File: config.mk
export PLATFORM = sky130hd
export DESIGN_NAME = bennett_issue_stage
export DESIGN_NICKNAME = d
export VERILOG_FILES = /design/src/rtl/bennett_pkg.sv /design/src/rtl/bennett_inst_fifo.sv /design/src/rtl/bennett_issue_stage.sv
export SDC_FILE = /design/constraint.sdc
export NUM_CORES = 1
export LEC_CHECK = 0
export BUFFER_PORTS_ARGS = -buffer_cell sky130_fd_sc_hd__buf_4
export CAP_MARGIN = 20
export CORE_UTILIZATION = 40
export DETAILED_ROUTE_END_ITERATION = 8
export PLACE_DENSITY = 0.59
export REMOVE_ABC_BUFFERS = 1
export SETUP_SLACK_MARGIN = 0.15
export SYNTH_ARGS = -nofsm -noshare
export SYNTH_HDL_FRONTEND = slang
export SYNTH_SLANG_ARGS = --single-unit
File: constraint.sdc
create_clock -name clk -period 2.4 [get_ports clk]
set_input_delay 0.48 -clock clk [delete_from_list [all_inputs] [get_ports clk]]
set_output_delay 0.48 -clock clk [all_outputs]
set_load 0.01 [all_outputs]
File: src/rtl/bennett_pkg.sv
// Shared types for the Bennett issue stage: FSM states, default widths and
// the packed instruction word carried through the FIFO.
package bennett_pkg;

  localparam int DW  = 8;
  localparam int OPW = 4;

  // Position within one Bennett cycle
  typedef enum logic [1:0] {
    S_IDLE = 2'd0,  // nothing in flight (bubble cycle)
    S_HOLD = 2'd1,  // instruction held on the ALU rails, waiting for the ramp peak
    S_DONE = 2'd2   // result captured, waiting for the cycle boundary
  } state_t;

  typedef struct packed {
    logic [OPW-1:0] opcode;
    logic [DW-1:0]  a;
    logic [DW-1:0]  b;
  } inst_t;

endpackage

File: src/rtl/bennett_inst_fifo.sv
// Synchronous instruction FIFO. Head is read combinationally from the
// storage array; storage itself is not reset, only the pointers and count.
module bennett_inst_fifo
  import bennett_pkg::*;
#(
  parameter int DEPTH = 4
) (
  input  logic                       clk,
  input  logic                       reset_n,
  input  logic                       push,
  input  inst_t                      push_data,
  input  logic                       pop,
  output inst_t                      head,
  output logic [$clog2(DEPTH+1)-1:0] count,
  output logic                       full,
  output logic                       empty
);

  localparam int AW = $clog2(DEPTH);
  localparam int CW = $clog2(DEPTH+1);

  inst_t          mem [DEPTH];
  logic [AW-1:0]  wr_ptr;
  logic [AW-1:0]  rd_ptr;
  logic           do_push;
  logic           do_pop;

  // Guard against writing when full or reading when empty
  assign do_push = push && !full;
  assign do_pop  = pop && !empty;

  assign full  = (count == CW'(DEPTH));
  assign empty = (count == '0);
  assign head  = mem[rd_ptr];

  // Storage write; contents are don't-care once the count says empty
  always_ff @(posedge clk) begin
    if (do_push) mem[wr_ptr] <= push_data;
  end

  // Pointer and occupancy tracking; pointers wrap naturally (DEPTH is a power of two)
  always_ff @(posedge clk or negedge reset_n) begin
    if (!reset_n) begin
      wr_ptr <= '0;
      rd_ptr <= '0;
      count  <= '0;
    end else begin
      if (do_push) wr_ptr <= wr_ptr + AW'(1);
      if (do_pop)  rd_ptr <= rd_ptr + AW'(1);
      case ({do_push, do_pop})
        2'b10:   count <= count + CW'(1);
        2'b01:   count <= count - CW'(1);
        default: count <= count;
      endcase
    end
  end

endmodule

File: src/rtl/bennett_issue_stage.sv
// Issue stage in front of the adiabatic ALU. Issues one buffered instruction
// per Bennett cycle on inst_flag, holds it stable through the ramp, captures
// the ALU result on fclk into a one-entry valid/ready buffer and records
// sticky overrun / sequencing errors.
module bennett_issue_stage
  import bennett_pkg::*;
#(
  parameter int DW    = bennett_pkg::DW,
  parameter int OPW   = bennett_pkg::OPW,
  parameter int DEPTH = 4
) (
  input  logic           clk,
  input  logic           reset_n,
  input  logic           in_valid,
  output logic           in_ready,
  input  logic [OPW-1:0] in_opcode,
  input  logic [DW-1:0]  in_a,
  input  logic [DW-1:0]  in_b,
  input  logic           inst_flag,
  input  logic           fclk,
  output logic           alu_valid,
  output logic [OPW-1:0] alu_opcode,
  output logic [DW-1:0]  alu_a,
  output logic [DW-1:0]  alu_b,
  input  logic [DW-1:0]  alu_result,
  output logic           out_valid,
  input  logic           out_ready,
  output logic [DW-1:0]  out_data,
  output logic           overrun,
  output logic           seq_err
);

  localparam int CW = $clog2(DEPTH+1);

  state_t         state;
  inst_t          push_data;
  inst_t          head;
  logic [CW-1:0]  count;
  logic           full;
  logic           empty;
  logic           push;
  logic           pop;
  logic           capture;
  logic           room;
  logic           seq_viol;

  assign push_data = '{opcode: in_opcode, a: in_a, b: in_b};
  assign in_ready  = (count < CW'(DEPTH));
  assign push      = in_valid && !full;

  // Cycle boundary pops whenever something is queued; no same-cycle bypass
  assign pop = inst_flag && !empty;

  // A peak only counts while an instruction is held and no boundary competes
  assign capture = fclk && !inst_flag && (state == S_HOLD);

  // Output buffer can take a new result if empty or being drained this cycle
  assign room = !out_valid || out_ready;

  // Boundary+peak together, boundary without a peak, or a second peak
  assign seq_viol = (inst_flag && (fclk || (state == S_HOLD))) ||
                    (fclk && !inst_flag && (state == S_DONE));

  bennett_inst_fifo #(
    .DEPTH(DEPTH)
  ) u_fifo (
    .clk      (clk),
    .reset_n  (reset_n),
    .push     (push),
    .push_data(push_data),
    .pop      (pop),
    .head     (head),
    .count    (count),
    .full     (full),
    .empty    (empty)
  );

  // Sequencing FSM and held ALU rails; rails move only when a real instruction issues
  always_ff @(posedge clk or negedge reset_n) begin
    if (!reset_n) begin
      state      <= S_IDLE;
      alu_valid  <= 1'b0;
      alu_opcode <= '0;
      alu_a      <= '0;
      alu_b      <= '0;
    end else if (inst_flag) begin
      if (!empty) begin
        state      <= S_HOLD;
        alu_valid  <= 1'b1;
        alu_opcode <= head.opcode;
        alu_a      <= head.a;
        alu_b      <= head.b;
      end else begin
        state      <= S_IDLE;
        alu_valid  <= 1'b0;
      end
    end else if (capture) begin
      state <= S_DONE;
    end
  end

  // One-entry result buffer with valid/ready drain
  always_ff @(posedge clk or negedge reset_n) begin
    if (!reset_n) begin
      out_valid <= 1'b0;
      out_data  <= '0;
    end else if (capture && room) begin
      out_valid <= 1'b1;
      out_data  <= alu_result;
    end else if (out_valid && out_ready) begin
      out_valid <= 1'b0;
    end
  end

  // Sticky error flags, cleared only by reset
  always_ff @(posedge clk or negedge reset_n) begin
    if (!reset_n) begin
      overrun <= 1'b0;
      seq_err <= 1'b0;
    end else begin
      if (capture && !room) overrun <= 1'b1;
      if (seq_viol)         seq_err <= 1'b1;
    end
  end

endmodule

==> results of run 1 <==
-- stage by stage --
| stage | cells | power, mW | setup TNS, ns | hold WS [ns] |
|---|---|---|---|---|
| final | 503 | 7.924 | 0 | 0.07887 |
| after global routing | 503 | 8.357 | 0 | 0.1103 |
| after CTS | 503 | 8.038 | 0 | 0.09034 |
| after detailed placement | 471 | 5.344 | 0 | 0.4631 |
| after global placement | 471 | 5.287 | 0 | 0.4616 |
| after floorplan | 254 | 4.397 | -0.09973 | 0.1844 |
-- worst max-delay path: stages (launching register included) --
cell,delay [ns]
sky130_fd_sc_hd__dfrtp_1,0.43
sky130_fd_sc_hd__o31a_1,0.40
sky130_fd_sc_hd__inv_1,0.08
sky130_fd_sc_hd__ha_1,0.17
sky130_fd_sc_hd__inv_1,0.06
sky130_fd_sc_hd__fa_1,0.37
sky130_fd_sc_hd__xor2_1,0.15
sky130_fd_sc_hd__nor2_1,0.11
sky130_fd_sc_hd__xnor2_1,0.13
-- synthesized netlist by cell type (all sizes together) --
| library cell | count | area, sq um |
|---|---|---|
| a21o | 1 | 7.510 |
| a21oi | 1 | 5.000 |
| a31oi | 1 | 6.260 |
| and2 | 4 | 25.02 |
| buf | 8 | 58.80 |
| clkbuf | 1 | 3.750 |
| dfrtp | 41 | 1026 |
| edfxtp | 80 | 2402 |
| fa | 1 | 20.02 |
| ha | 5 | 62.56 |
| inv | 11 | 41.29 |
| mux2 | 9 | 131.4 |
| mux2i | 1 | 10.01 |
| mux4 | 20 | 450.4 |
| nand2 | 62 | 232.7 |
| nand2b | 1 | 13.76 |
| nand4bb | 1 | 27.53 |
| nor2 | 1 | 3.750 |
| nor2b | 1 | 6.260 |
| o21ai | 2 | 10.01 |
| o21bai | 1 | 7.510 |
| o31a | 1 | 8.760 |
| o31ai | 2 | 28.78 |
| or2b | 1 | 7.510 |
| xnor2 | 5 | 43.79 |
| xor2 | 1 | 8.760 |
-- cells by family after synthesis --
logic type	Yosys count	synth area share
mux	30	0.1273
simple gates	71	0.06808
compound gates	9	0.01588
buf+inv	20	0.02233
fa+ha+maj	6	0.01776
xor+xnor	6	0.01130
flops	121	0.7374
-- where the power goes --
group          internal (mW)  switching (mW)  leakage (nW)  total [mW]
registers               2.86           0.285          1.22        3.14
logic                   1.09            1.02         0.929        2.11
clock network           1.79           0.879         0.295        2.67
total                   5.74            2.19          2.45        7.92
-- layer usage --
layer  wire [microns]  GRT usage  vias up
met2             4235     0.2625       79
met3              464    0.05453        7
li1                 -          -     1124
met1             3905     0.2005     1231
met4               80    0.07143        0
met5                0          0        -
-- state kept, by name, summed over array words and instances, names as in the netlist, 3 cells and up --
register,cells
u_fifo.mem,80
alu_a,8
alu_b,8
out_data,8
alu_opcode,4
u_fifo.count,3
-- worst paths after layout --
| path | end | slack [ns] | cells past startpoint | startpoint |
|---|---|---|---|---|
| worst max register to register | u_fifo.count[2] | 0.42 | 8 | u_fifo.count[0] |
| worst max-delay path | u_fifo.count[2] | 0.42 | 8 | u_fifo.count[0] |
| worst min register to register | alu_a[3] | 0.47 | 2 | alu_a[3] |
| worst min-delay path | alu_a[0] | 0.08 | 1 | reset_n |
| max in group asynchronous | u_fifo.rd_ptr[0] | 1.94 | 1 | reset_n |
| min in group clk | u_fifo.mem[3][2] | 0.27 | 1 | in_b[2] |
-- area by class of cell --
cell class / instances / area (sq um)
Sequential cell: 121 / 3428
Fill cell: 924 / 5408
Multi-Input combinational cell: 122 / 1117
Timing Repair Buffer: 74 / 568.0
Clock inverter: 12 / 171.4
Clock buffer: 20 / 456.7
Tap cell: 143 / 178.9
Inverter: 11 / 41.29
-- cells in the final DEF, fill, tap and decap left out, types with 2 or more instances in the layout --
cell / n
sky130_fd_sc_hd__dfrtp_1: 41
sky130_fd_sc_hd__clkbuf_16: 17
sky130_fd_sc_hd__buf_4: 73
sky130_fd_sc_hd__clkbuf_8: 2
sky130_fd_sc_hd__edfxtp_1: 80
sky130_fd_sc_hd__clkinvlp_4: 3
sky130_fd_sc_hd__nand2_1: 62
sky130_fd_sc_hd__o21ai_0: 2
sky130_fd_sc_hd__bufinv_16: 4
sky130_fd_sc_hd__xnor2_1: 5
sky130_fd_sc_hd__ha_1: 5
sky130_fd_sc_hd__mux4_2: 20
sky130_fd_sc_hd__mux2_4: 8
sky130_fd_sc_hd__clkinv_1: 3
sky130_fd_sc_hd__and2_1: 4
sky130_fd_sc_hd__inv_1: 11
==> results.md, run 1 <==
- The run finished with clean final reports.
- The data required time at the worst endpoint is 2.72 ns.
- The number of sinks handled by clock tree synthesis is 121.
- The number of violations of the max-capacitance limit is 0.
- The initial antenna violation count is 0.
- The tree is rooted in a sky130_fd_sc_hd__clkbuf_16.
- TritonCTS created 17 clock buffers.
- After the last flow step, the layout net total stands at 387.
- The largest clock skew in the final design is approximately 0.011 ns.
- Setup repair after global routing left no endpoint under its margin.
- Data on the critical path arrives at its endpoint at between 2 and 2.5 ns.
- The mean routed wirelength per cell is 17.27 microns.
- The part of the Yosys area used for sequential elements is 0.7374.
- The initial standard-cell utilization of the core is 0.4089.
- The detail route stage leaves a number of antenna-violating nets equal to 0.
- After global routing the overflow that remains totals 0.
- The vertical die dimension is 109.8 microns.
- The first global-routing pass estimated 13,650 microns of wire.
- The level count of the clock H-tree is 4.
- The count of input and output buffers is 66.
- The worst-case setup slack after placement is 0.4165 ns.
- The die is around 110 microns wide.
- The ratio of routed vias to standard cells is roughly 4.9.
- After clock tree synthesis, the clock-pin slew on the worst setup and hold paths is 0.06 ns.
- The post-detailed-routing wire length is 8686 microns.
- The area of the die is around 0.012 sq mm.
- Setup violations remaining at the end of the flow were counted as 0.
- A synthesized cell averages 17.68 sq um.
- The maximum fanout along the worst path is 7.
- At the pin with the least slew margin, the transition time is 0.5687 ns.
- The wire-length estimate of the detail-placed layout is slightly above 5000 microns.
- 67 I/O pins were placed.
- TritonCTS built the clock tree.
- Yosys printed 0 warnings.
- The leakage component of the power is 2.448 nW.
- The number of global-route vias before repair is 2,596.
- Compared with the post-synthesis result, the final layout area differs by 28.23%.
- The type of the setup path with the least slack is reg2reg.
- The relative max-transition margin is 0.6208.
- Dividing the final minimum period by the clock period gives 0.8268.
- The final weighted congestion in routability-driven placement is between 0.6 and 0.7.
- The via total after detailed routing is 2,441.
- The post-cts sizing count is 0.
- The layout cell share with drive strength beyond 1 is 0.3722.
- The hold buffer count at cts is 0.
- The number of storage elements in the synthesis netlist is 121.
- The length of the first detailed-routing pass in iterations is 4.
- The all-layer global routing usage is 0.1631.
- The initial detailed-routing violation count is around 120.
- The number of failing hold endpoints at the final stage was 0.
- In this run, distinct cell masters in the synthesized netlist total 29.
- The final cell area excluding filler cells is 0.005962 sq mm.
- The total power density per cell area is 1329 mW/mm^2.
- The worst setup path is launched from a flip-flop.
- The largest net degree at the start of global routing is 42.
- The number of slew-limit violations in the final report is 0.
- Buffers added to address setup during post-CTS repair amount to 0.
- The final critical path time including I/O delays and setup is roughly 2.0 ns.
- The least setup slack across all paths after layout is a little over 0.4 ns.
- For the worst-skew pair, the clock arrives at the later sink with an insertion delay of 0.41 ns.
- The remaining design rule violation count is 0.
- The number of core rows is 39.
- The path type of the worst min-delay path is in2async.
- Once layout is complete, the utilization of the core stands at 0.5244.
- The cell area after placement is 0.005334 sq mm.
- The maximum count of clock buffers along a single path is 2.
- The floorplan core area is 0.01137 sq mm.
- 0 antenna diodes ended up in the layout.
- The achievable frequency is 0.5040 GHz.
- The peak supply drop is 0.0007576 V.
- The cell area after synthesis is 0.004649 sq mm.
- The category of the worst setup path capture point is a flip-flop.
- In the synthesized netlist, the number of instances is around 260.
Note: power is estimated with default switching activity, not from simulation.
==> inputs of run 2 (changes only) <==
clock period = 1.95 ns   (was 2.4 ns; I/O delays follow)
==> results.md, run 2 (same netlist as run 1, synthesis figures left out) <==
- The number of violations of the max-capacitance limit is 0 (unchanged).
- The worst setup path is launched from a flip-flop.
- The final critical path time including I/O delays and setup is 1.775 ns (-0.2090 ns).
- The width of the chip is 109.8 microns (unchanged).
- The maximum count of clock buffers along a single path was 2 (unchanged).
- The category of the worst setup path capture point is a flip-flop.
- The reg-to-reg startpoint is u_fifo.count[2].
- The length of the first detailed-routing pass in iterations is 4 (unchanged).
- The post-detailed-routing wire length was 8486 microns (-2.3%).
- The post-detailed-placement half-perimeter wirelength came to 5329 microns (+3.2%).
- The final cell area excluding filler cells is 0.006038 sq mm (+1.3%).
- The leakage component of the power came to 2.498 nW (+2.1%).
- The number of core rows is 39 (unchanged).
- Compared with the post-synthesis result, the final layout area differs by 29.87%.
- The data required time at the worst endpoint came to 2.27 ns (-0.45 ns).
- The mean routed wirelength per cell came to 16.45 microns (-4.8%).
- The area of the die is 0.01206 sq mm (unchanged).
- The relative max-transition margin came to 0.6272 (+0.006318).
- The flow ran to the end, and the final reports show no timing, DRC or antenna violations.
- The sum of internal, switching and leakage power is 9.611 mW (+21%).
- The least setup slack across all paths after layout is 0.1748 ns (-0.2410 ns).
- The library cells used most frequently in the layout, excluding fill and tap cells, are sky130_fd_sc_hd__buf_4 (84), sky130_fd_sc_hd__edfxtp_1 (80), sky130_fd_sc_hd__nand2_1 (62), sky130_fd_sc_hd__dfrtp_1 (41), sky130_fd_sc_hd__mux4_2 (20).
- The peak supply drop was 0.0008973 V (+18%).
- The period utilization is 0.9104 (+0.08360).
- The remaining design rule violation count came to 0 (unchanged).
- The total negative slack for setup checks is 0 ns (unchanged).
- The number of slew-limit violations in the final report is 0 (unchanged).
- The final net count is 400 (+3.4%).
- Setup repair after global routing could not meet its margin everywhere.
- The residual antenna-violating net count after detailed routing came to 0 (unchanged).
- The cell total after placement was 478 (+1.5%).
- The number of setup violations in the final report is 0 (unchanged).
- The reg2reg setup slack is 0.17 ns (-0.24 ns).
- In this run the clock root is driven by a sky130_fd_sc_hd__clkbuf_16.
- The initial standard-cell utilization of the core is 0.4089 (unchanged).
- The number of sinks handled by clock tree synthesis is 121 (unchanged).
- The core occupancy in the finished layout was 0.5311 (+0.006713).
- The path type of the worst min-delay path is in2reg.
- The initial antenna violation count is 0 (unchanged).
- The number of antenna diodes was 0 (unchanged).
- The endpoint arrival time on the critical path is 2.10 ns (-0.21 ns).
- The cell area after placement is 0.005399 sq mm (+1.2%).
- The worst hold path begins at in_a[1].
- The clock latency reported for the late side of the worst-skew pair is 0.40 ns (about the same).
- In this run the critical register-to-register path is captured at u_fifo.count[2].
- The worst-case setup slack after placement was 0.07926 ns (-0.3372 ns).
- TritonCTS built the clock tree.
- Leaving out fill and tap cells, the most frequent cell in the layout is sky130_fd_sc_hd__buf_4.
- The leftover overflow at the end of global routing is 0 (unchanged).
- The via total after detailed routing is 2,459 (+0.74%).
- The level count of the clock H-tree is 4 (unchanged).
- The type of the setup path with the least slack is reg2reg.
- The largest net degree at the start of global routing is 42 (unchanged).
- The total power density per cell area is 1592 mW/mm^2 (+20%).
- The layout cell share with drive strength beyond 1 is 0.4048 (+0.03260).
- The post-route non-filler standard cell count is 516 (+2.6%).
- The first-pass GRT wire length is 13,410 microns (-1.8%).
- The final weighted congestion in routability-driven placement came to 0.6654 (+3.5%).
- The number of clock buffers inserted by TritonCTS is 17 (unchanged).
- The number of top-level design ports was 67 (unchanged).
- The clock slew seen by the registers of the worst setup and hold paths is 0.06 ns (about the same).
- u_fifo.mem holds more flip-flops than any other register.
- Along the worst hold path, the cell count comes to 1.
- The endpoint with the worst hold slack is u_fifo.mem[3][9].
- The vertical die dimension is 109.8 microns (unchanged).
- The depth of the worst register-to-register path is 9 (+1).
- The actual transition at the worst max-transition pin is 0.5593 ns (-0.009477 ns).
- The initial detailed-routing violation count came to 100 (-18%).
- The worst setup path startpoint is u_fifo.count[2].
- The floorplan core area is 0.01137 sq mm (unchanged).
- The all-layer global routing usage is 0.1581 (-0.005038).
- The final-layout worst hold slack came to 0.1856 ns (+0.1068 ns).
- The flip-flop count of the largest register after layout was 80 (unchanged).
- The maximum fanout along the worst path is 3 (-4).
- The number of failing hold endpoints at the final stage is 0 (unchanged).
- The count of input and output buffers is 66 (unchanged).
- The number of global-route vias before repair is 2,644 (+1.8%).
- The ratio of routed vias to standard cells is 4.766 (-1.8%).
- The largest clock skew in the final design is 0.008066 ns (-0.003064 ns).
- The achievable frequency came to 0.5633 GHz (+12%).
[run 2: worst max path at each step]
stage	endpoint	slack, ns	cells after the start
2_1_floorplan	u_fifo.count[2]	-0.51	8
3_3_place_gp	u_fifo.count[2]	0.14	9
3_5_place_dp	u_fifo.count[2]	0.08	9
4_1_cts	u_fifo.count[2]	0.15	9
5_1_grt	u_fifo.count[2]	0.08	9
6_report	u_fifo.count[2]	0.17	9
[run 2: cell type report]
type	instances	area [sq um]
fill	921	5331
tap	143	178.9
timing repair buffer	87	680.7
inverter	11	41.29
multi-input combinational	122	1132
clock buffer	24	481.7
clock inverter	8	95.09
sequential	121	3428
[run 2: metal layers]
metal / GRT usage / wire length [microns] / up-vias
li1: - / - / 1158
met1: 0.1933 / 3933 / 1222
met2: 0.2580 / 4040 / 67
met3: 0.04801 / 405 / 12
met4: 0.07143 / 107 / 0
met5: 0 / 0 / -
[run 2: worst max-delay path, stage by stage (launching register included)]
cell	delay [ns]
sky130_fd_sc_hd__dfrtp_1	0.36
sky130_fd_sc_hd__inv_2	0.05
sky130_fd_sc_hd__o31a_1	0.31
sky130_fd_sc_hd__inv_1	0.10
sky130_fd_sc_hd__ha_4	0.14
sky130_fd_sc_hd__inv_2	0.03
sky130_fd_sc_hd__fa_2	0.32
sky130_fd_sc_hd__xor2_1	0.14
sky130_fd_sc_hd__nor2_1	0.11
sky130_fd_sc_hd__xnor2_1	0.13
[run 2: repair_timing]
| item | CTS | global route |
|---|---|---|
| pin swaps | 2 | 4 |
| endpoints found under the hold margin | 5 | 0 |
| endpoints found under the setup margin | 1 | 2 |
| resized for setup | 3 | 3 |
| buffers inserted | 2 | 3 |
| hold buffers | 1 | 0 |
[run 2: power breakdown]
group / internal, mW / switching, mW
clock: 1.97 / 1.02
sequential: 3.52 / 0.326
combinational: 1.49 / 1.29
total: 6.97 / 2.64
==> inputs of run 3 (changes only) <==
--- a/config.mk
+++ b/config.mk
@@ -11,5 +11,4 @@
 export DETAILED_ROUTE_END_ITERATION = 8
 export PLACE_DENSITY = 0.59
-export REMOVE_ABC_BUFFERS = 1
 export SETUP_SLACK_MARGIN = 0.15
 export SYNTH_ARGS = -nofsm -noshare
==> constraint.sdc (replaced) <==
create_clock -name clk -period 1.95 [get_ports clk]
set_input_delay 0.39 -clock clk [delete_from_list [all_inputs] [get_ports clk]]
set_output_delay 0.39 -clock clk [all_outputs]
set_load 0.1 [all_outputs]
==> results.md, run 3 (same netlist as run 1, synthesis figures left out) <==
- The actual transition at the worst max-transition pin is 0.5559 ns (-0.003386 ns).
- STA classifies the critical path startpoint as a flip-flop.
- The launch point of the worst hold path is in_a[2].
- The count of input and output buffers is 66 (unchanged).
- The number of cells on the worst hold path was 1 (unchanged).
- The first-pass GRT wire length is 13,230 microns (-1.3%).
- The relative max-transition margin came to 0.6294 (+0.002257).
- The initial antenna violation count came to 0 (unchanged).
- The number of failing hold endpoints at the final stage was 0 (unchanged).
- The library cell used most frequently in the layout, excluding fill and tap cells, is sky130_fd_sc_hd__buf_4.
- In this design, the critical path's most frequently occurring cell is sky130_fd_sc_hd__inv_2.
- The worst-case setup slack after placement is 0.07528 ns (-0.003982 ns).
- The least setup slack across all paths after layout came to 0.1870 ns (+0.01228 ns).
- The total negative slack for setup checks came to 0 ns (unchanged).
- The flow ran to the end, and the final reports show no timing, DRC or antenna violations.
- The vertical die dimension came to 109.8 microns (unchanged).
- Setup repair after global routing could not meet its margin everywhere.
- The post-detailed-routing wire length came to 8436 microns (-0.59%).
- The width of the chip is 109.8 microns (unchanged).
- The area of the die is 0.01206 sq mm (unchanged).
- The initial standard-cell utilization of the core is 0.4089 (unchanged).
- The final net count was 399 (-0.25%).
- The number of nets handed over by synthesis was 303.
- The largest clock skew in the final design is 0.007050 ns (-0.001017 ns).
- The type of the setup path with the least slack is reg2reg.
- In this run the worst hold path is classified as in2reg.
- The remaining design rule violation count came to 0 (unchanged).
- The worst setup path is captured at a flip-flop.
- For hold timing, the worst endpoint is u_fifo.mem[2][10].
- The most critical setup path has its startpoint at u_fifo.count[0].
- In the layout the commonest cells are sky130_fd_sc_hd__buf_4 (81), sky130_fd_sc_hd__edfxtp_1 (80), sky130_fd_sc_hd__nand2_1 (62), sky130_fd_sc_hd__dfrtp_1 (40), sky130_fd_sc_hd__mux4_2 (20).
- The largest net degree at the start of global routing is 42 (unchanged).
- The layout cell share with drive strength beyond 1 was 0.4005 (-0.004288).
- The fill cell instance count of the final layout is 920 (-0.11%).
- The number of slew-limit violations in the final report is 0 (unchanged).
- The period utilization is 0.9041 (-0.006299).
- The critical path's largest stage delay is 0.37 ns (about the same).
- The area growth from synthesis to layout is 30.11%.
- The area taken by flip-flops and latches is 0.003430 sq mm (about the same).
- The CTS tree is built.
- The via total after detailed routing was 2,470 (+0.45%).
- The number of antenna diodes came to 0 (unchanged).
- The achievable frequency is 0.5672 GHz (+0.70%).
- The ratio of routed vias to standard cells is 4.796 (+0.64%).
- The length of the first detailed-routing pass in iterations came to 4 (unchanged).
- The maximum count of clock buffers along a single path is 2 (unchanged).
- The reg2reg setup slack came to 0.19 ns (about the same).
- The core occupancy in the finished layout is 0.5321 (+0.0009910).
- The maximum fanout along the worst path is 2 (-1).
- The slowest stage of the critical path is the sky130_fd_sc_hd__dfrtp_1 cell.
- The number of top-level design ports is 67 (unchanged).
- The number of violations of the max-capacitance limit is 0 (unchanged).
- The leftover overflow at the end of global routing is 0 (unchanged).
- The final critical path time including I/O delays and setup was 1.763 ns (-0.01228 ns).
- The endpoint arrival time on the critical path is 2.09 ns (about the same).
- The floorplan core area was 0.01137 sq mm (unchanged).
- The mean routed wirelength per cell came to 16.38 microns (-0.40%).
- The data required time at the worst endpoint is 2.27 ns (about the same).
- The initial detailed-routing violation count is 111 (+11%).
- The number of sinks handled by clock tree synthesis is 121 (unchanged).
- The number of clock buffers inserted by TritonCTS is 17 (unchanged).
- The all-layer global routing usage is 0.1581 (about the same).
- The number of global-route vias before repair is 2,534 (-4.2%).
- The number of core rows is 39 (unchanged).
- The worst reg2reg path endpoint is u_fifo.count[2].
- The post-detailed-placement half-perimeter wirelength came to 5258 microns (-1.3%).
- The number of setup violations in the final report is 0 (unchanged).
- The multi-input combinational cell area was 0.001132 sq mm (unchanged).
- The flip-flop count of the largest register after layout is 80 (unchanged).
- The depth of the worst register-to-register path is 8 (-1).
- The startpoint identified for the worst register-to-register timing path is u_fifo.count[0].
- The final weighted congestion in routability-driven placement was 0.6967 (+4.7%).
- The clock slew seen by the registers of the worst setup and hold paths is 0.05 ns (about the same).
- The residual antenna-violating net count after detailed routing is 0 (unchanged).
- The cell sitting at the root of the clock tree is a sky130_fd_sc_hd__clkbuf_16.
- The clock latency reported for the late side of the worst-skew pair is 0.40 ns (about the same).
- The final-layout worst hold slack is 0.1838 ns (-0.001873 ns).
- Walking the worst path, the cells encountered are o31a_1 > inv_2 > ha_4 > inv_2 > fa_2 > xor2_1 > nor2_1 > xnor2_1.
- The level count of the clock H-tree was 4 (unchanged).
- Ranked by flip-flop count, first place goes to u_fifo.mem.
[run 3: area by class of cell]
cell class	instances	share of cell area
timing repair buffer	86	0.1154
clock buffer	21	0.07280
multi-input combinational	122	0.1872
sequential	121	0.5669
clock inverter	11	0.02130
tap	143	0.02958
inverter	11	0.006825
[run 3: timing repair]
item / 4_1_cts / 5_1_grt
pin swaps: 3 / 5
setup endpoints to repair: 1 / 2
setup buffers: 5 / 0
resized for setup: 3 / 4
hold buffers: 1 / 0
endpoints found under the hold margin: 41 / 0
[run 3: how the worst max path moves through the flow]
stage                                 end  slack [ns]  depth (start not counted)
after global routing      u_fifo.count[1]        0.09                          7
after global placement    u_fifo.count[2]        0.14                          9
after CTS                 u_fifo.count[2]        0.15                          9
after detailed placement  u_fifo.count[2]        0.08                          9
after floorplan           u_fifo.count[2]       -0.40                          9
final                     u_fifo.count[2]        0.19                          8
[run 3: routing by layer]
| metal | up-vias | part of all wire | GRT usage |
|---|---|---|---|
| li1 | 1149 | - | - |
| met1 | 1247 | 0.44 | 0.1926 |
| met2 | 62 | 0.50 | 0.2531 |
| met3 | 12 | 0.044 | 0.06046 |
| met4 | 0 | 0.014 | 0.06286 |
| met5 | - | 0 | 0 |
[run 3: worst max-delay path: cells and delay by family (launching register included)]
kind / cells / cell delay, ns
and+or+nand+nor: 1 / 0.11
AOI/OAI and AO/OA: 1 / 0.32
xor gates and xnor gates: 2 / 0.27
DFF: 1 / 0.37
buffers and inverters: 2 / 0.12
adders and majority gates: 2 / 0.50
[run 3: through the flow]
| stage | cell area, sq um | std cells |
|---|---|---|
| after global routing | 6050 | 515 |
| after global placement | 5418 | 477 |
| after floorplan | 4651 | 263 |
| after detailed placement | 5418 | 477 |
| final | 6050 | 515 |
| after CTS | 6040 | 515 |
Power of run 3 is not shown: default switching activity piles up to over one toggle a cycle in this logic, so the estimate is an artifact.
